===== src/rtl/gpio_ctrl.sv =====
// ---------------------------------------------------------------------------
// gpio_ctrl
//   Parametrised GPIO controller sitting between the CPU peripheral bus and the
//   chip pads. Provides per-pin output data and direction, a synchronised input
//   readback, and rise/fall edge-detect interrupts with a W1C status register.
//
// Configuration macro:
//   GPIO_SETCLR_EN  when defined, adds write-only atomic DATA_SET (8),
//                   DATA_CLR (9) and DATA_TGL (10) registers. When undefined
//                   those addresses are reserved (read 0, writes ignored).
//
// Parameters:
//   WIDTH        number of GPIO pins / bus width (1..32)
//   SYNC_STAGES  input synchroniser depth (>=2)
//
// Ports:
//   clk, rst_n        clock (rising edge), asynchronous active-low reset
//   en, wr, addr      bus select, write/read select, word register address
//   data_in           write data
//   data_out          registered read data (holds last read value)
//   rd_valid          1-cycle pulse marking a fresh data_out
//   gpio_in           asynchronous pad inputs
//   gpio_out, gpio_oe pad output values and output enables (1 = drive)
//   irq               registered level interrupt
//
// Bus handshake: there is no backpressure. Every cycle with en=1 at a rising
// edge is one complete access; a read (wr=0) returns its data on data_out with
// rd_valid=1 in the following cycle. Writes never raise rd_valid.
// ---------------------------------------------------------------------------
module gpio_ctrl #(
  parameter int WIDTH       = 32,
  parameter int SYNC_STAGES = 2
) (
  input  logic             clk,
  input  logic             rst_n,
  input  logic             en,
  input  logic             wr,
  input  logic [3:0]       addr,
  input  logic [WIDTH-1:0] data_in,
  output logic [WIDTH-1:0] data_out,
  output logic             rd_valid,
  input  logic [WIDTH-1:0] gpio_in,
  output logic [WIDTH-1:0] gpio_out,
  output logic [WIDTH-1:0] gpio_oe,
  output logic             irq
);

  localparam logic [3:0] ADDR_DATA_OUT = 4'd0;
  localparam logic [3:0] ADDR_DIR      = 4'd1;
  localparam logic [3:0] ADDR_DATA_IN  = 4'd2;
  localparam logic [3:0] ADDR_IRQ_EN   = 4'd3;
  localparam logic [3:0] ADDR_IRQ_RISE = 4'd4;
  localparam logic [3:0] ADDR_IRQ_FALL = 4'd5;
  localparam logic [3:0] ADDR_IRQ_STAT = 4'd6;
`ifdef GPIO_SETCLR_EN
  localparam logic [3:0] ADDR_DATA_SET = 4'd8;
  localparam logic [3:0] ADDR_DATA_CLR = 4'd9;
  localparam logic [3:0] ADDR_DATA_TGL = 4'd10;
`endif

  logic [WIDTH-1:0] data_out_q;
  logic [WIDTH-1:0] dir_q;
  logic [WIDTH-1:0] irq_en_q;
  logic [WIDTH-1:0] irq_rise_q;
  logic [WIDTH-1:0] irq_fall_q;
  logic [WIDTH-1:0] irq_stat_q;
  logic [WIDTH-1:0] sync_q [SYNC_STAGES];
  logic [WIDTH-1:0] prev_q;

  logic             wr_acc;
  logic             rd_acc;
  logic [WIDTH-1:0] sync;
  logic [WIDTH-1:0] rise;
  logic [WIDTH-1:0] fall;
  logic [WIDTH-1:0] stat_set;
  logic [WIDTH-1:0] stat_clr;
  logic [WIDTH-1:0] stat_next;
  logic [WIDTH-1:0] rd_mux;

  assign wr_acc = en && wr;
  assign rd_acc = en && !wr;

  assign sync     = sync_q[SYNC_STAGES-1];
  assign rise     = sync & ~prev_q;
  assign fall     = ~sync & prev_q;
  assign stat_set = (rise & irq_rise_q) | (fall & irq_fall_q);
  assign stat_clr = (wr_acc && addr == ADDR_IRQ_STAT) ? data_in : '0;
  // A new event in the same cycle as its W1C clear must not be lost.
  assign stat_next = (irq_stat_q & ~stat_clr) | stat_set;

  assign gpio_out = data_out_q;
  assign gpio_oe  = dir_q;

  always_comb begin
    rd_mux = '0;
    case (addr)
      ADDR_DATA_OUT: rd_mux = data_out_q;
      ADDR_DIR:      rd_mux = dir_q;
      ADDR_DATA_IN:  rd_mux = sync;
      ADDR_IRQ_EN:   rd_mux = irq_en_q;
      ADDR_IRQ_RISE: rd_mux = irq_rise_q;
      ADDR_IRQ_FALL: rd_mux = irq_fall_q;
      ADDR_IRQ_STAT: rd_mux = irq_stat_q;
      default:       rd_mux = '0;
    endcase
  end

  // Input synchroniser and edge history. History resets to 0, so a pin that is
  // high when reset releases is seen as a rising edge.
  always_ff @(posedge clk or negedge rst_n) begin
    if (!rst_n) begin
      for (int i = 0; i < SYNC_STAGES; i++) sync_q[i] <= '0;
      prev_q <= '0;
    end else begin
      sync_q[0] <= gpio_in;
      for (int i = 1; i < SYNC_STAGES; i++) sync_q[i] <= sync_q[i-1];
      prev_q <= sync;
    end
  end

  // Writable configuration and output registers.
  always_ff @(posedge clk or negedge rst_n) begin
    if (!rst_n) begin
      data_out_q <= '0;
      dir_q      <= '0;
      irq_en_q   <= '0;
      irq_rise_q <= '0;
      irq_fall_q <= '0;
    end else if (wr_acc) begin
      case (addr)
        ADDR_DATA_OUT: data_out_q <= data_in;
        ADDR_DIR:      dir_q      <= data_in;
        ADDR_IRQ_EN:   irq_en_q   <= data_in;
        ADDR_IRQ_RISE: irq_rise_q <= data_in;
        ADDR_IRQ_FALL: irq_fall_q <= data_in;
`ifdef GPIO_SETCLR_EN
        ADDR_DATA_SET: data_out_q <= data_out_q | data_in;
        ADDR_DATA_CLR: data_out_q <= data_out_q & ~data_in;
        ADDR_DATA_TGL: data_out_q <= data_out_q ^ data_in;
`endif
        default: ;
      endcase
    end
  end

  // Interrupt status and the registered interrupt line.
  always_ff @(posedge clk or negedge rst_n) begin
    if (!rst_n) begin
      irq_stat_q <= '0;
      irq        <= 1'b0;
    end else begin
      irq_stat_q <= stat_next;
      irq        <= |(irq_stat_q & irq_en_q);
    end
  end

  // Read return path.
  always_ff @(posedge clk or negedge rst_n) begin
    if (!rst_n) begin
      data_out <= '0;
      rd_valid <= 1'b0;
    end else begin
      rd_valid <= rd_acc;
      if (rd_acc) data_out <= rd_mux;
    end
  end

endmodule


===== config.mk =====
export PLATFORM = sky130hd
export DESIGN_NAME = gpio_ctrl
export DESIGN_NICKNAME = d
export VERILOG_FILES = /design/src/rtl/gpio_ctrl.sv
export SDC_FILE = /design/constraint.sdc
export NUM_CORES = 1
export LEC_CHECK = 0
export ABC_AREA = 0
export CAP_MARGIN = 20
export CORE_MARGIN = 1
export CORE_UTILIZATION = 35
export CTS_CLUSTER_SIZE = 28
export DETAILED_ROUTE_END_ITERATION = 16
export DONT_BUFFER_PORTS = 1
export SLEW_MARGIN = 15
export SYNTH_ARGS = -nofsm -noshare
export SYNTH_HDL_FRONTEND = slang
export SYNTH_SLANG_ARGS = --single-unit

===== constraint.sdc =====
create_clock -name clk -period 1.3 [get_ports clk]
set_input_delay 0.195 -clock clk [delete_from_list [all_inputs] [get_ports clk]]
set_output_delay 0.195 -clock clk [all_outputs]
set_load 0.02 [all_outputs]

Yosys cells after proc, flatten, opt, wreduce, memory -nomap -nowiden
Cells that the tools add are included.
{"block": "word_totals", "word_cells": 42, "inputBits": 72, "out_inout_bits": 98, "ff_bits": 322}
{"block": "op_classes", "n_bitwise": 11, "n_reduce_logical": 11, "eq_ne": 6, "mux": 2}
{"operator": "one-hot mux 32 bit (7 select lines)", "count": 1}
{"operator": "bitwise AND 32 bit", "count": 6}
{"operator": "inverter 32 bit", "count": 3}
{"operator": "bitwise OR 32 bit", "count": 2}
{"operator": "two-way mux 32 bit", "count": 1}
{"operator": "OR reduction 32 bit", "count": 1}
{"operator": "== test 4 x 3 -> 1 bit, second input constant", "count": 3}
{"operator": "AND reduction 2 bit", "count": 5}
{"operator": "== test 4 x 2 -> 1 bit, second input constant", "count": 2}
{"operator": "== test 4 x 1 -> 1 bit, second input constant", "count": 1}
{"operator": "zero test 4 bit", "count": 1}
{"operator": "logical AND 1 bit", "count": 3}
{"operator": "zero test 1 bit", "count": 1}

Logic depth before layout (Yosys ltp)
{"block": "depth", "depth_word": 6, "depth_mapped": 7}

Least setup slack after synthesis
Ideal clock, no wire load.
{"block": "synth_timing", "path_type": "input-to-reg", "startpoint": "in addr[3]", "endpoint": "reg irq_fall_q[10]", "arrival_time_ns": 1.504, "path_stages": 5, "required_time_ns": 1.175, "slack_ns": -0.328, "cell_sequence": "buf_2 nor3b_4 nor3b_4 buf_6 mux2_2"}
{"block": "synth_via", "elab_chain_cells": 2}
{"item": "start: declaration", "line_no": "38", "text": "input logic [3:0] addr,"}
{"item": "== test 4 x 3 -> 1 bit", "line_no": "130", "text": "case (addr)"}
{"item": "AND reduction 2 bit (no source line)"}
{"item": "end signal: assignment", "line_no": "135", "text": "ADDR_IRQ_FALL: irq_fall_q <= data_in;"}
{"item": "end: declaration", "line_no": "65", "text": "logic [WIDTH-1:0] irq_fall_q;"}
Every way passes these cells.
A chain may end at the register's enable or synchronous reset.

Worst setup path in the final report
{"block": "layout_timing", "startpoint": "reg irq_en_q[2]", "endpoint": "reg irq"}
{"block": "layout_via", "elab_chain_cells": 2}
{"item": "start: declaration", "line_no": "63", "text": "logic [WIDTH-1:0] irq_en_q;"}
{"item": "start signal: assignment", "line_no": "133", "text": "ADDR_IRQ_EN: irq_en_q <= data_in;"}
{"item": "bitwise AND 32 bit", "line_no": "153", "text": "irq <= |(irq_stat_q & irq_en_q);"}
{"item": "OR reduction 32 bit", "line_no": "153"}
{"item": "end signal: assignment", "line_no": "153"}
{"item": "end: declaration", "line_no": "45", "text": "output logic irq"}
Every way passes these cells.

==> flow_summary.toml <==
[outcome]
status = "finished with violations"
violations = "negative hold slack, negative setup slack"

[setup_path]
cp_max_fo = 2
crit_path_cell_trace = "a22oi_2 > nand4_1 > or4_1"
cp_slowest_cell = "or4_1"
cp-end-kind = "register"
slowest_delay_ns = 0.48
crit_buf_inv = 0
cp.arrival_ns = 1.82
startpoint_type = "register"
worst-setup-path-type = "reg2reg"
cp.required_ns = 1.69
cpLargestDelayFamily = "simple AND/OR/NAND/NOR gates"

[sta]
period_minus_slack_ns = 1.43
slew_headroom_pct = 3.26
tightest_slew_ns = 1.45
tns_ns = -0.242
holdWs_ns = -0.621
maxSlewViolCount = 0
rsz0062_at_grt = "true"
finalSetupViolCount = 5
min_period_over_period_pct = 110
fmax_mhz = 698
fin_ws_ns = -0.132
hold_viol = 322
fin_skew_ns = 0.0115

[cells_and_area]
n_antenna_cell = 0
finalNonFillerCells = 1693
area_delta_synth_final_pct = 30.6
drive_above_1_share_pct = 33.6
fin_nets = 1269

[pwr]
p_int_w = 0.0203
vdd_drop_max_mv = 1.10
p_leak_nw = 7.48
p_sw_w = 0.00730
clkPwrFrac_pct = 38.1
combPwrFrac_pct = 16.5
p_per_area_mw_per_mm2 = 1630
power_frac_seq_pct = 45.4
sw_frac_of_total_pct = 26.4

[detailed_routing]
routedWlPerCell_um = 22.5
viasPerCell = 5.37
drt-total-wl_um = 38100
vias = 9087
drc = 0
ant_nets = 0
dr.first_iter.drc_count = 789
firstDrtPassIters = 6

[place]
post-place-cells = 1556
dpl.hpwl_um = 24900
post-place-ws_ns = -0.334
port_buffers = 0
place_congestion = 0.835

[global_route]
grt_max_degree = 323
overflow = 0
grt_usage_pct = 20.5
grt_pass1_vias = 9631
antenna_found_initial = 0
grt_pass1_wl_um = 59400

[die]
die_w_um = 194
ioPinCount = 170
fp-row-count = 70
dieHeight_um = 194
die-area_sq_mm = 0.0378
coreArea_sq_mm = 0.0365
start_util_pct = 35.5

[synth]
yosys.area.top_type = "dfrtp_1"
avgSynthCellArea_sq_um = 13.2
synth_mux_area_share_pct = 14.1
synth_area_sq_mm = 0.0130
synthCells = 980
synth-simple-area-share_pct = 6.52
synthTopCellsByArea = "dfrtp_1 62%, mux2_2 13%, nand2_1 2.9%"
synthesis.nets = 1052
synth_edf_count = 0
synth_compound_gate_area_share_pct = 13.8
synth-adder-area-share_pct = 0
synth_cell_type_count = 41
yosysSeqAreaShare_pct = 62.2
synth_flop_cell = "dfrtp_1"
synthXorXnorAreaFrac_pct = 0
ys_ff_latch = 322
synth_top_family_by_area = "multiplexers"
yosys-top-cells-count = "322 x dfrtp_1, 148 x mux2_2, 100 x nand2_1"
synth_top_cell_area_share_pct = 62.2
yosysWarnings = 0
yosysMostFrequentCell = "dfrtp_1"
async_reset_ff_share_pct = 100

[flow_run]
max_cap_violations = 0

[clock_network]
numCtsBuffers = 37
hold_buffers = 66
clockRootBuffer = "clkbuf_16"
cts_tree = "done"
insertion_delay_ns = 0.53
clockBufferDepth = 3
cts_max_level = 2
clock_sinks = 322
path_clk_slew_ns = 0.06

[min_path]
hold_path_class = "in2async"
cells in the final DEF (no fill, tap or decap), drive strengths merged, types with 32 or more instances in the layout:
cell type | netlist | routed
buf | 34 | 173
nand3b | 32 | 32
clkbuf | 27 | 56
mux2 | 159 | 159
a22oi | 46 | 46
inv | 34 | 35
dlygate4sd3 | 0 | 66
o21ai | 67 | 67
dfrtp | 322 | 322
nand2 | 100 | 100
o211ai | 32 | 32
layer usage:
layer  track usage [%]  wire [um]  vias to the layer above
met2              31.0      17200                      336
met5                 0          0                        -
met4              7.55       1100                        0
met1              29.2      17200                     4580
li1                  -          -                     4101
met3              4.22       2670                       70
metrics by stage:
stage	cell area, sq um	utilization, %	power, W
after floorplan	13300	-	0.0149
after global placement	14800	40.6	0.0167
after detailed placement	14800	40.6	0.0168
after CTS	16800	46.0	0.0278
after global routing	16900	46.4	0.0288
final	16900	46.4	0.0276
layout make-up:
class | count | area [sq um]
flip-flops and latches | 322 | 8060
fillers | 3242 | 19600
clock buffers | 56 | 1130
multi-input cells | 563 | 4750
well taps | 468 | 586
clock inverters | 11 | 114
repair buffers | 239 | 2160
inverters | 34 | 128
state kept, by name, indices dropped and copies added, names as in the netlist:
register,flops
rd_valid,1
sync,32
data_out,32
irq_rise_q,32
irq,1
irq_stat_q,32
gpio_out,32
irq_en_q,32
irq_fall_q,32
prev_q,32
gpio_oe,32
sync_q,32
power by group through the flow:
| stage | Combinational, W | Clock [W] | Sequential, W |
|---|---|---|---|
| 4_1_cts | 0.00447 | 0.0109 | 0.0125 |
| 5_1_grt | 0.00490 | 0.0112 | 0.0127 |
| 3_3_place_gp | 0.00407 | 0 | 0.0126 |
| 3_5_place_dp | 0.00413 | 0 | 0.0126 |
| 2_1_floorplan | 0.00203 | 0 | 0.0128 |
| 6_report | 0.00455 | 0.0105 | 0.0125 |
cells by family after synthesis:
logic type             after synthesis
muxes                              161
AOI/OAI and AO/OA                  240
and+or+nand+nor                    162
DFF                                322
buffers and inverters               95
path summary, 6_finish.rpt:
check                           slack (ns)  cells after the start                      end               startpoint
worst min register to register        0.34                      0       sync[28]$_DFF_PN0_     sync_q[60]$_DFF_PN0_
min in group clk                      0.03                      3  data_out[2]$_DFFE_PN0P_                  addr[1]
max in group asynchronous             0.66                      0  gpio_oe[28]$_DFFE_PN0P_                    rst_n
worst max register to register       -0.13                      3            irq$_DFF_PN0_  irq_en_q[2]$_DFFE_PN0P_
worst max-delay path                 -0.13                      3            irq$_DFF_PN0_  irq_en_q[2]$_DFFE_PN0P_
worst min-delay path                 -0.62                      0     sync_q[40]$_DFF_PN0_                    rst_n
repair_timing:
action / in CTS / in global routing
gates resized for setup: 20 / 24
endpoints found under the hold margin: 548 / 322
setup endpoints to repair: 23 / 46
pin swaps: 15 / 21
setup buffers: 2 / 3
(Power assumes the default switching activity.)
